`config.mk`:
```
export PLATFORM = sky130hd
export DESIGN_NAME = muldiv_sequencer
export DESIGN_NICKNAME = d
export VERILOG_FILES = /design/src/rtl/cpu_types_pkg.sv /design/src/rtl/muldiv_step.sv /design/src/rtl/muldiv_sequencer.sv
export SDC_FILE = /design/constraint.sdc
export NUM_CORES = 1
export LEC_CHECK = 0
export ABC_AREA = 0
export CAP_MARGIN = 20
export CORE_MARGIN = 2
export CORE_UTILIZATION = 52
export DETAILED_ROUTE_END_ITERATION = 10
export MAX_ROUTING_LAYER = met4
export PLACE_DENSITY = 0.75
export SLEW_MARGIN = 20
export SYNTH_ARGS = -nofsm -noshare
export SYNTH_HDL_FRONTEND = slang
export SYNTH_SLANG_ARGS = --single-unit
```
`constraint.sdc`:
```
create_clock -name CLK -period 4.7 [get_ports CLK]
set_input_delay 1.41 -clock CLK [delete_from_list [all_inputs] [get_ports CLK]]
set_output_delay 1.41 -clock CLK [all_outputs]
set_load 0.02 [all_outputs]
```
`src/rtl/cpu_types_pkg.sv`:
```
// Shared execute-stage types: word type, mul/div opcode and sequencer state
// encodings, and the fixed start-to-done latency of the iterative mul/div unit.
package cpu_types_pkg;

    localparam int WORD_W         = 32;
    localparam int MULDIV_CNT_W   = $clog2(WORD_W);
    // Cycles from the accepting edge to the done pulse (WIDTH steps + FIN).
    localparam int MULDIV_LATENCY = WORD_W + 1;

    typedef logic [WORD_W-1:0] word_t;

    // Bit 0 selects divide, bit 1 selects signed.
    typedef enum logic [1:0] {
        MD_MULTU = 2'b00,
        MD_DIVU  = 2'b01,
        MD_MULT  = 2'b10,
        MD_DIV   = 2'b11
    } muldiv_op_t;

    typedef enum logic [1:0] {
        IDLE = 2'b00,
        CALC = 2'b01,
        FIN  = 2'b10
    } muldiv_state_t;

endpackage

```
`src/rtl/muldiv_step.sv`:
```
// One combinational iteration of the unsigned mul/div core.
// Multiply: {acc, lo} holds {partial product, remaining multiplier bits}.
// Divide:   {acc, lo} holds {partial remainder, dividend/quotient bits}.
module muldiv_step #(
    parameter int WIDTH = 32
) (
    input  logic             is_div,
    input  logic [WIDTH:0]   acc_in,
    input  logic [WIDTH-1:0] lo_in,
    input  logic [WIDTH-1:0] b_in,
    output logic [WIDTH:0]   acc_out,
    output logic [WIDTH-1:0] lo_out
);

    logic [WIDTH:0]   sum;
    logic [WIDTH:0]   rem_sh;
    logic [WIDTH+1:0] diff;

    // Shift-add for multiply, shift-subtract-restore for divide.
    always_comb begin
        // NOTE: every output gets a default first so no path can leave it
        // unassigned and infer a latch.
        acc_out = acc_in;
        lo_out  = lo_in;

        sum    = acc_in + (lo_in[0] ? {1'b0, b_in} : {(WIDTH+1){1'b0}});
        rem_sh = {acc_in[WIDTH-1:0], lo_in[WIDTH-1]};
        // One extra bit so the borrow shows up as the sign.
        diff   = {1'b0, rem_sh} - {2'b00, b_in};

        if (is_div) begin
            if (diff[WIDTH+1]) begin
                acc_out = rem_sh;
                lo_out  = {lo_in[WIDTH-2:0], 1'b0};
            end else begin
                acc_out = diff[WIDTH:0];
                lo_out  = {lo_in[WIDTH-2:0], 1'b1};
            end
        end else begin
            acc_out = {1'b0, sum[WIDTH:1]};
            lo_out  = {sum[0], lo_in[WIDTH-1:1]};
        end
    end

endmodule

```
`src/rtl/muldiv_sequencer.sv`:
```
// Iterative multiply/divide sequencer: one start handshake launches WIDTH
// shift-add / restoring-subtract steps, then a FIN cycle that publishes HI/LO
// with a one-cycle done pulse. busy stalls the pipeline while CALC runs.
// Optional macro MULDIV_SIGNED_EN: MULT/DIV run on operand magnitudes and
// fix the result signs at FIN; without it op[1] has no effect.
module muldiv_sequencer
    import cpu_types_pkg::*;
#(
    parameter int WIDTH = WORD_W,
    parameter int CNT_W = MULDIV_CNT_W
) (
    input  logic             CLK,
    input  logic             nRST,
    input  logic             start,
    input  logic [1:0]       op,
    input  logic [WIDTH-1:0] opa,
    input  logic [WIDTH-1:0] opb,
    input  logic             flush,
    output logic             busy,
    output logic             done,
    output logic [WIDTH-1:0] hi,
    output logic [WIDTH-1:0] lo
);

`ifdef MULDIV_SIGNED_EN
    localparam bit SIGNED_EN = 1'b1;
`else
    localparam bit SIGNED_EN = 1'b0;
`endif

    muldiv_state_t    state_q, state_d;
    logic [CNT_W-1:0] cnt_q, cnt_d;
    logic [WIDTH:0]   acc_q, acc_d;
    logic [WIDTH-1:0] lo_acc_q, lo_acc_d;
    logic [WIDTH-1:0] b_q, b_d;
    logic             is_div_q, is_div_d;
    logic             neg_res_q, neg_res_d;
    logic             neg_rem_q, neg_rem_d;
    logic [WIDTH-1:0] hi_q, hi_d;
    logic [WIDTH-1:0] lo_q, lo_d;

    logic             a_neg, b_neg;
    logic [WIDTH-1:0] a_mag, b_mag;
    logic [WIDTH:0]   step_acc;
    logic [WIDTH-1:0] step_lo;
    logic [2*WIDTH-1:0] prod;
    logic [WIDTH-1:0] fin_hi, fin_lo;

    muldiv_step #(.WIDTH(WIDTH)) u_step (
        .is_div  (is_div_q),
        .acc_in  (acc_q),
        .lo_in   (lo_acc_q),
        .b_in    (b_q),
        .acc_out (step_acc),
        .lo_out  (step_lo)
    );

    // Launch operands as magnitudes; sign handling is a no-op when unsigned.
    always_comb begin
        a_neg = SIGNED_EN && op[1] && opa[WIDTH-1];
        b_neg = SIGNED_EN && op[1] && opb[WIDTH-1];
        a_mag = a_neg ? -opa : opa;
        b_mag = b_neg ? -opb : opb;
    end

    // Final HI/LO from the accumulators, with the sign correction applied.
    always_comb begin
        prod   = {acc_q[WIDTH-1:0], lo_acc_q};
        fin_hi = acc_q[WIDTH-1:0];
        fin_lo = lo_acc_q;
        if (!is_div_q) begin
            if (neg_res_q) prod = -prod;
            fin_hi = prod[2*WIDTH-1:WIDTH];
            fin_lo = prod[WIDTH-1:0];
        end else begin
            if (neg_res_q) fin_lo = -lo_acc_q;
            if (neg_rem_q) fin_hi = -acc_q[WIDTH-1:0];
        end
    end

    // FSM next state, iteration counter and datapath register updates.
    always_comb begin
        state_d   = state_q;
        cnt_d     = cnt_q;
        acc_d     = acc_q;
        lo_acc_d  = lo_acc_q;
        b_d       = b_q;
        is_div_d  = is_div_q;
        neg_res_d = neg_res_q;
        neg_rem_d = neg_rem_q;
        hi_d      = hi_q;
        lo_d      = lo_q;

        case (state_q)
            IDLE: begin
                // flush beats start: a squashed request never launches.
                if (start && !flush) begin
                    is_div_d = op[0];
                    b_d      = b_mag;
                    if (op[0] && (opb == '0)) begin
                        // Divide by zero: present hi=opa, lo=all ones at FIN.
                        acc_d     = {1'b0, opa};
                        lo_acc_d  = '1;
                        neg_res_d = 1'b0;
                        neg_rem_d = 1'b0;
                        cnt_d     = '0;
                        state_d   = FIN;
                    end else begin
                        acc_d     = '0;
                        lo_acc_d  = a_mag;
                        neg_res_d = a_neg ^ b_neg;
                        neg_rem_d = a_neg;
                        cnt_d     = CNT_W'(WIDTH - 1);
                        state_d   = CALC;
                    end
                end
            end
            CALC: begin
                if (flush) begin
                    state_d = IDLE;
                end else begin
                    acc_d    = step_acc;
                    lo_acc_d = step_lo;
                    if (cnt_q == '0) begin
                        state_d = FIN;
                    end else begin
                        cnt_d = cnt_q - CNT_W'(1);
                    end
                end
            end
            FIN: begin
                state_d = IDLE;
                if (!flush) begin
                    hi_d = fin_hi;
                    lo_d = fin_lo;
                end
            end
            default: state_d = IDLE;
        endcase
    end

    // State and datapath registers, cleared by the asynchronous reset.
    always_ff @(posedge CLK or negedge nRST) begin
        if (!nRST) begin
            state_q   <= IDLE;
            cnt_q     <= '0;
            acc_q     <= '0;
            lo_acc_q  <= '0;
            b_q       <= '0;
            is_div_q  <= 1'b0;
            neg_res_q <= 1'b0;
            neg_rem_q <= 1'b0;
            hi_q      <= '0;
            lo_q      <= '0;
        end else begin
            // NOTE: non-blocking assignments so every flop samples the
            // pre-edge value of every other flop.
            state_q   <= state_d;
            cnt_q     <= cnt_d;
            acc_q     <= acc_d;
            lo_acc_q  <= lo_acc_d;
            b_q       <= b_d;
            is_div_q  <= is_div_d;
            neg_res_q <= neg_res_d;
            neg_rem_q <= neg_rem_d;
            hi_q      <= hi_d;
            lo_q      <= lo_d;
        end
    end

    // During FIN the new result is already visible; a flush hides it.
    always_comb begin
        busy = (state_q == CALC);
        done = (state_q == FIN) && !flush;
        hi   = done ? fin_hi : hi_q;
        lo   = done ? fin_lo : lo_q;
    end

endmodule

```
==> results.py <==
metrics = {
    "grt": {
        "grt_pass1_vias": 9688,
        "antenna_found_initial": 0,
        "overflow": 0,
        "grt_max_degree": 96,
        "grt_pass1_wl_um": 52890,
        "grt_usage": 0.2935,
    },
    "cells_and_area": {
        "final_layout_size_suffix_gt1_frac": 0.1020,
        "final_cells": 1701,
        "diodes": 0,
        "layout.nets": 1547,
        "layout-area-overhead-vs-synth_pct": 19.20,
    },
    "critical_path": {
        "cp-start-kind": "primary input",
        "cp_slowest_stage_delay_ns": 0.45,
        "startpoint": "flush",
        "worst_r2r_endpoint": "acc_q[19]",
        "crit_chain": "clkdlybuf4s50_1 > nor3b_2 > buf_4 > buf_12 > mux2_2 > dlygate4sd2_1",
        "end_kind": "primary output",
        "worstSetupEndpoint": "hi[20]",
        "rr_worst_depth": 13,
        "r2r-start": "lo_acc_q[0]",
        "cp.arrival_ns": 3.12,
        "critical-path-top-delay-family": "buffers and inverters",
        "required_ns": 3.29,
        "cp.depth": 6,
        "critical_path_class": "in -> out",
        "path_buf_inv": 4,
        "worstPathMaxFanout": 26,
        "critPathSlowestCell": "clkdlybuf4s50_1",
        "rrSetupSlack_ns": 0.61,
    },
    "sta": {
        "setup_viol": 0,
        "setup_tns_ns": 0,
        "slew_viol_final": 0,
        "skew_ns": 0.01224,
        "fin_crit_ns": 4.533,
        "finalCritPeriodShare": 0.9644,
        "fmax_ghz": 0.2206,
        "tightestPinTransition_ns": 0.9704,
        "relSlewSlack": 0.3515,
        "setup_ws_ns": 0.1673,
        "rsz0062_at_grt": "no",
        "hold_viol": 0,
    },
    "route": {
        "vias": 10390,
        "drt-wirelength-per-cell_um": 19.59,
        "drt_iter0_markers": 773,
        "ant_nets": 0,
        "viasPerCell": 6.106,
        "wl_um": 33320,
        "drt_pass1_iterations": 6,
        "remaining_drc_errors": 0,
    },
    "cts": {
        "insertion_delay_ns": 0.44,
        "cts_setup_buffers": 0,
        "cts_max_path_buffers": 2,
        "hold_buffers": 0,
        "path_clk_slew_ns": 0.06,
        "htree_num_levels": 4,
        "cts_resized": 57,
        "cts_tree": "built",
        "numCtsBuffers": 17,
        "cts_root_buf": "clkbuf_16",
        "cts_sinks": 169,
    },
    "synthesis": {
        "async_flop_share": 1.000,
        "seq_area_frac_synth": 0.3694,
        "synth-main-ff-cell": "dfrtp_1",
        "synth.avg_cell_area_um2": 8.793,
        "syn-cell-area_um2": 11450,
        "synth_edf_count": 0,
        "yosys_warnings": 0,
        "postSynthNetCount": 1440,
        "synthCells": 1302,
        "netlist-cell-type-count": 67,
        "ys_seq_elements": 169,
    },
    "floorplanning": {
        "core.rowCount": 54,
        "fp.dieW_um": 152.4,
        "start_util": 0.5279,
        "pin_count": 136,
        "die-area_um2": 23220,
        "coreArea_um2": 21690,
        "die-height_um": 152.4,
    },
    "placed_design": {
        "dp_hpwl_um": 24660,
        "port-buffer-count": 134,
        "dpl_worst_slack_ns": -0.04968,
        "dp.cells": 1670,
        "globalplace.congestion": 0.9754,
    },
    "power": {
        "peakVddDrop_v": 0.0002531,
        "power_uw": 7137,
        "powerDensity_nw_per_um2": 523.0,
        "leakagePower_uw": 0.006609,
    },
    "run_status": {
        "status": "completed",
    },
    "flow_run": {
        "maxCapViolations": 0,
    },
    "hold_path": {
        "hp-class": "reg -> reg",
    },
}
-- how the worst min path moves through the flow --
stage                  start        to  slack (ns)  cells past startpoint
detailed placement  lo_q[17]  lo_q[17]        0.48                      1
global route        hi_q[11]  hi_q[11]        0.51                      1
CTS                 lo_q[29]  lo_q[29]        0.50                      1
finish              hi_q[11]  hi_q[11]        0.49                      1
global placement    hi_q[28]  hi_q[28]        0.48                      1
floorplan           cnt_q[0]  cnt_q[0]        0.46                      1
-- area by class of cell --
| type | count | area [um^2] |
|---|---|---|
| Clock buffer | 20 | 456.7 |
| Clock inverter | 11 | 116.4 |
| Fill cell | 1849 | 8041 |
| Inverter | 44 | 165.2 |
| Multi-Input combinational cell | 1023 | 6827 |
| Sequential cell | 169 | 4230 |
| Tap cell | 280 | 350.3 |
| Timing Repair Buffer | 154 | 1501 |
-- layout by cell type (no fill, tap or decap), drive strengths merged, types with 47 or more instances in the layout --
master | synthesis | final
nand2 | 222 | 222
dfrtp | 169 | 169
a21oi | 97 | 97
o21ai | 85 | 85
nor2 | 78 | 78
mux2 | 73 | 73
clkdlybuf4s50 | 0 | 69
ha | 66 | 66
dlygate4sd2 | 0 | 57
inv | 44 | 47
-- stage by stage --
| stage | hold WS [ns] | util | area, um^2 |
|---|---|---|---|
| final | 0.4934 | 0.6292 | 13650 |
| after global routing | 0.5061 | 0.6292 | 13650 |
| after CTS | 0.4973 | 0.6284 | 13630 |
| after floorplan | 0.4624 | - | 11450 |
| after detailed placement | 0.4834 | 0.6053 | 13130 |
| after global placement | 0.4804 | 0.6053 | 13130 |
-- cells by family after synthesis --
logic type | share of synthesized area
AOI/OAI and AO/OA | 0.2001
xor gates and xnor gates | 0.03978
adders and majority gates | 0.07563
buffers and inverters | 0.03716
DFF | 0.3694
muxes | 0.1024
and+or+nand+nor | 0.1755
-- routing by layer --
layer / global-route usage / part of all wire / vias up
met1: 0.4305 / 0.47 / 5023
met2: 0.4217 / 0.44 / 406
met4: 0.08856 / 0.022 / 0
met3: 0.04266 / 0.071 / 48
li1: - / - / 4909
met5: - / 0 / -
-- power by group --
part	total [uW]	switching, uW	internal, uW	leakage [uW]
clock	1400	635	766	0.000276
combinational	3620	2140	1480	0.00415
sequential	2120	420	1700	0.00218
total	7140	3190	3940	0.00661
-- state kept, by name (all words and copies together), names as in the netlist --
| register | flops |
|---|---|
| acc_q | 33 |
| b_q | 32 |
| cnt_q | 5 |
| hi_q | 32 |
| is_div_q | 1 |
| lo_acc_q | 32 |
| lo_q | 32 |
| state_q | 2 |
-- cell usage after synthesis (9+ instances only) --
cell type,n,area share
nor2_1,78,0.026
clkbuf_1,54,0.018
a211oi_1,9,0.0059
o21ai_0,84,0.037
xor2_1,24,0.018
mux2_2,73,0.072
nand2_1,222,0.073
mux2i_1,35,0.031
nand3_1,25,0.011
a31oi_1,17,0.0093
nand4_1,12,0.0066
o311ai_0,31,0.024
and3_1,13,0.0071
nor3_1,19,0.0083
dfrtp_1,169,0.37
a21oi_1,97,0.042
and2_1,39,0.021
xnor2_1,28,0.021
a21o_1,19,0.012
inv_1,44,0.014
ha_1,66,0.072
o211ai_1,11,0.0072
No activity file was read; power rests on OpenSTA's default activity.
==> RTL change (config.mk and constraints unchanged) <==
Change the package constant `WORD_W` from 32 to 16.
--- a/src/rtl/cpu_types_pkg.sv
+++ b/src/rtl/cpu_types_pkg.sv
@@ -3,5 +3,5 @@
 package cpu_types_pkg;
 
-    localparam int WORD_W         = 32;
+    localparam int WORD_W         = 16;
     localparam int MULDIV_CNT_W   = $clog2(WORD_W);
     // Cycles from the accepting edge to the done pulse (WIDTH steps + FIN).
Interface: changed (resized hi, lo, opa and opb); port bits go from 136 to 72. No check against the original RTL was run, so the function may have changed too.
==> RTL change against the original RTL <==
Cell area is 51% lower; critical endpoint is now lo[10]; die area is 49% lower; critical path type unchanged; sequential cell count is 81 lower; cell count is 52% lower; area after synthesis is 50% lower; routed wire length is 55% lower; largest power group unchanged; setup slack better by 0.037 ns; global-route usage is 1.9 points lower; power is 52% lower; sequential share of layout area is 1.7 points higher.
==> RTL change: results (changes against the original RTL) <==
Run status
  – Outcome: finished clean (unchanged)

Hold path
  – Worst min path class: register to register (unchanged)
  – Hold Path Depth: 1 (unchanged)
  – Hold Path Origin: hi_q[15]$_DFFE_PN0P_ (was hi_q[11]$_DFFE_PN0P_)
  – Hold Path End: hi_q[15]$_DFFE_PN0P_ (was hi_q[11]$_DFFE_PN0P_)

Routing
  – Post-Route WL: 15.1 mm (was 33.3 mm)
  – Initial drt markers: 360 (was 773)
  – DRT Pass-1 Iters: 5 (was 6)
  – Via count: 4897 (was 10400)

Clock network
  – CTS Buffer Depth: 2 (unchanged)
  – H-tree depth: 3 (was 4)
  – CTS root buf: clkbuf_8 (was clkbuf_16)
  – Clock Latency Late Sink: 0.38 ns (was 0.44 ns)
  – Worst-path clk slew: 0.09 ns (was 0.06 ns)
  – CTS Buf Count: 9 (was 17)

Power
  – Leak: 0.00330 µW (was 0.00661 µW)
  – Peak supply drop: 0.359 mV (was 0.253 mV)

GRT
  – Initial antenna violation count: 0 (unchanged)
  – Global-route usage over all layers: 27.5% (was 29.3%)
  – Largest net degree at the start of global routing: 68 (was 96)
  – Vias in the first global route: 4785 (was 9688)
  – Global-route wire length before repair: 24.3 mm (was 52.9 mm)

Timing
  – Clk_skew: 0.00555 ns (was 0.0122 ns)
  – Worst hold margin: 0.498 ns (was 0.493 ns)
  – Max-slew headroom: 41.6% (was 35.2%)

Cells and area
  – Number of flip-flops in the largest register: 17 (was 33)
  – Largest reg by FF count: acc_q (unchanged)
  – Diode count: 0 (unchanged)
  – Share of cells above drive strength 1: 14.0% (was 10.2%)
  – Fillers: 906 (was 1849)
  – Fin nets: 747 (was 1547)

Critical path
  – Worst R2R Start: lo_acc_q[0]$_DFFE_PN0P_ (unchanged)
  – Worst EP arrival: 3.09 ns (was 3.12 ns)
  – R2r setup slk: 1.29 ns (was 0.61 ns)
  – Crit path to: lo[10] (was hi[20])
  – Reg2reg end: acc_q[13]$_DFFE_PN0P_ (was acc_q[19]$_DFFE_PN0P_)
  – Max FO, Critical Path: 27 (was 26)
  – Worst Setup SP: flush (unchanged)
  – Worst reg2reg path depth: 11 (was 13)

Placement
  – Dpl cell area: 6570 µm² (was 13100 µm²)
  – DP Wirelength: 10.9 mm (was 24.7 mm)
  – RePlAce Congestion: 0.906 (was 0.975)
  – Input/output buffers: 70 (was 134)

Synth
  – Ys Warns: 0 (unchanged)
  – Leading post-synthesis cells by cell area: dfrtp_1 (39%), mux2_2 (9.7%), ha_1 (7.2%), o21ai_0 (5.4%), nand2_1 (4.0%) (was dfrtp_1 (37%), nand2_1 (7.3%), ha_1 (7.2%), mux2_2 (7.2%), a21oi_1 (4.2%))
  – Register area share after synthesis: 38.6% (was 36.9%)
  – Netlist cell types: 57 (was 67)
  – Synth cell count leaders: dfrtp_1 (88), o21ai_0 (62), nand2_1 (61) (was nand2_1 (222), dfrtp_1 (169), a21oi_1 (97))
  – Async SR Flop Fraction: 100% (unchanged)
  – Post-synthesis net count: 681 (was 1440)
-- RTL change: per-stage QoR --
| stage | std cells | setup slack, ns |
|---|---|---|
| after global placement | 803 | -0.00220 |
| after CTS | 819 | 0.0413 |
| after detailed placement | 803 | -0.0393 |
| after global routing | 819 | 0.118 |
| final | 819 | 0.204 |
| after floorplan | 608 | 0.450 |
-- RTL change: timing repair --
action	in CTS	in global routing
gates cloned	0	0
resized for setup	26	7
buffers inserted	0	0
endpoints found under the setup margin	26	6
-- RTL change: report_power, final --
part / switching (µW) / internal [µW] / total [µW]
sequential: 209 / 895 / 1100
clock: 297 / 209 / 506
combinational: 966 / 816 / 1780
-- RTL change: routing by layer --
layer / up-vias / GRT usage (%) / routed length (µm)
met5: - / - / 0
li1: 2322 / - / -
met3: 40 / 4.06 / 786
met4: 0 / 12.7 / 448
met1: 2391 / 34.7 / 6510
met2: 144 / 43.7 / 7350
-- RTL change: cell type report --
class | instances | area (µm²) | area share, %
clock buffers | 10 | 138 | 2.04
clock inverters | 6 | 41.3 | 0.613
inverters | 32 | 120 | 1.78
multi-input cells | 463 | 3290 | 48.8
flip-flops and latches | 88 | 2200 | 32.7
well taps | 140 | 175 | 2.60
repair buffers | 80 | 768 | 11.4
-- RTL change: cell families (layout without fill, tap and decap cells) --
logic type | after synthesis | in the layout | synth area share (%)
AOI/OAI and AO/OA | 187 | 187 | 20.1
xor gates and xnor gates | 26 | 26 | 3.99
adders and majority gates | 35 | 35 | 7.94
buffers and inverters | 57 | 128 | 4.21
DFF | 88 | 88 | 38.6
muxes | 62 | 62 | 12.5
and+or+nand+nor | 153 | 153 | 12.8
-- RTL change: worst max-delay path, stage by stage --
cell and delay, ns:
clkdlybuf4s50_1 0.46, nor3b_4 0.25, buf_12 0.23, mux2_2 0.38, dlygate4sd2_1 0.34
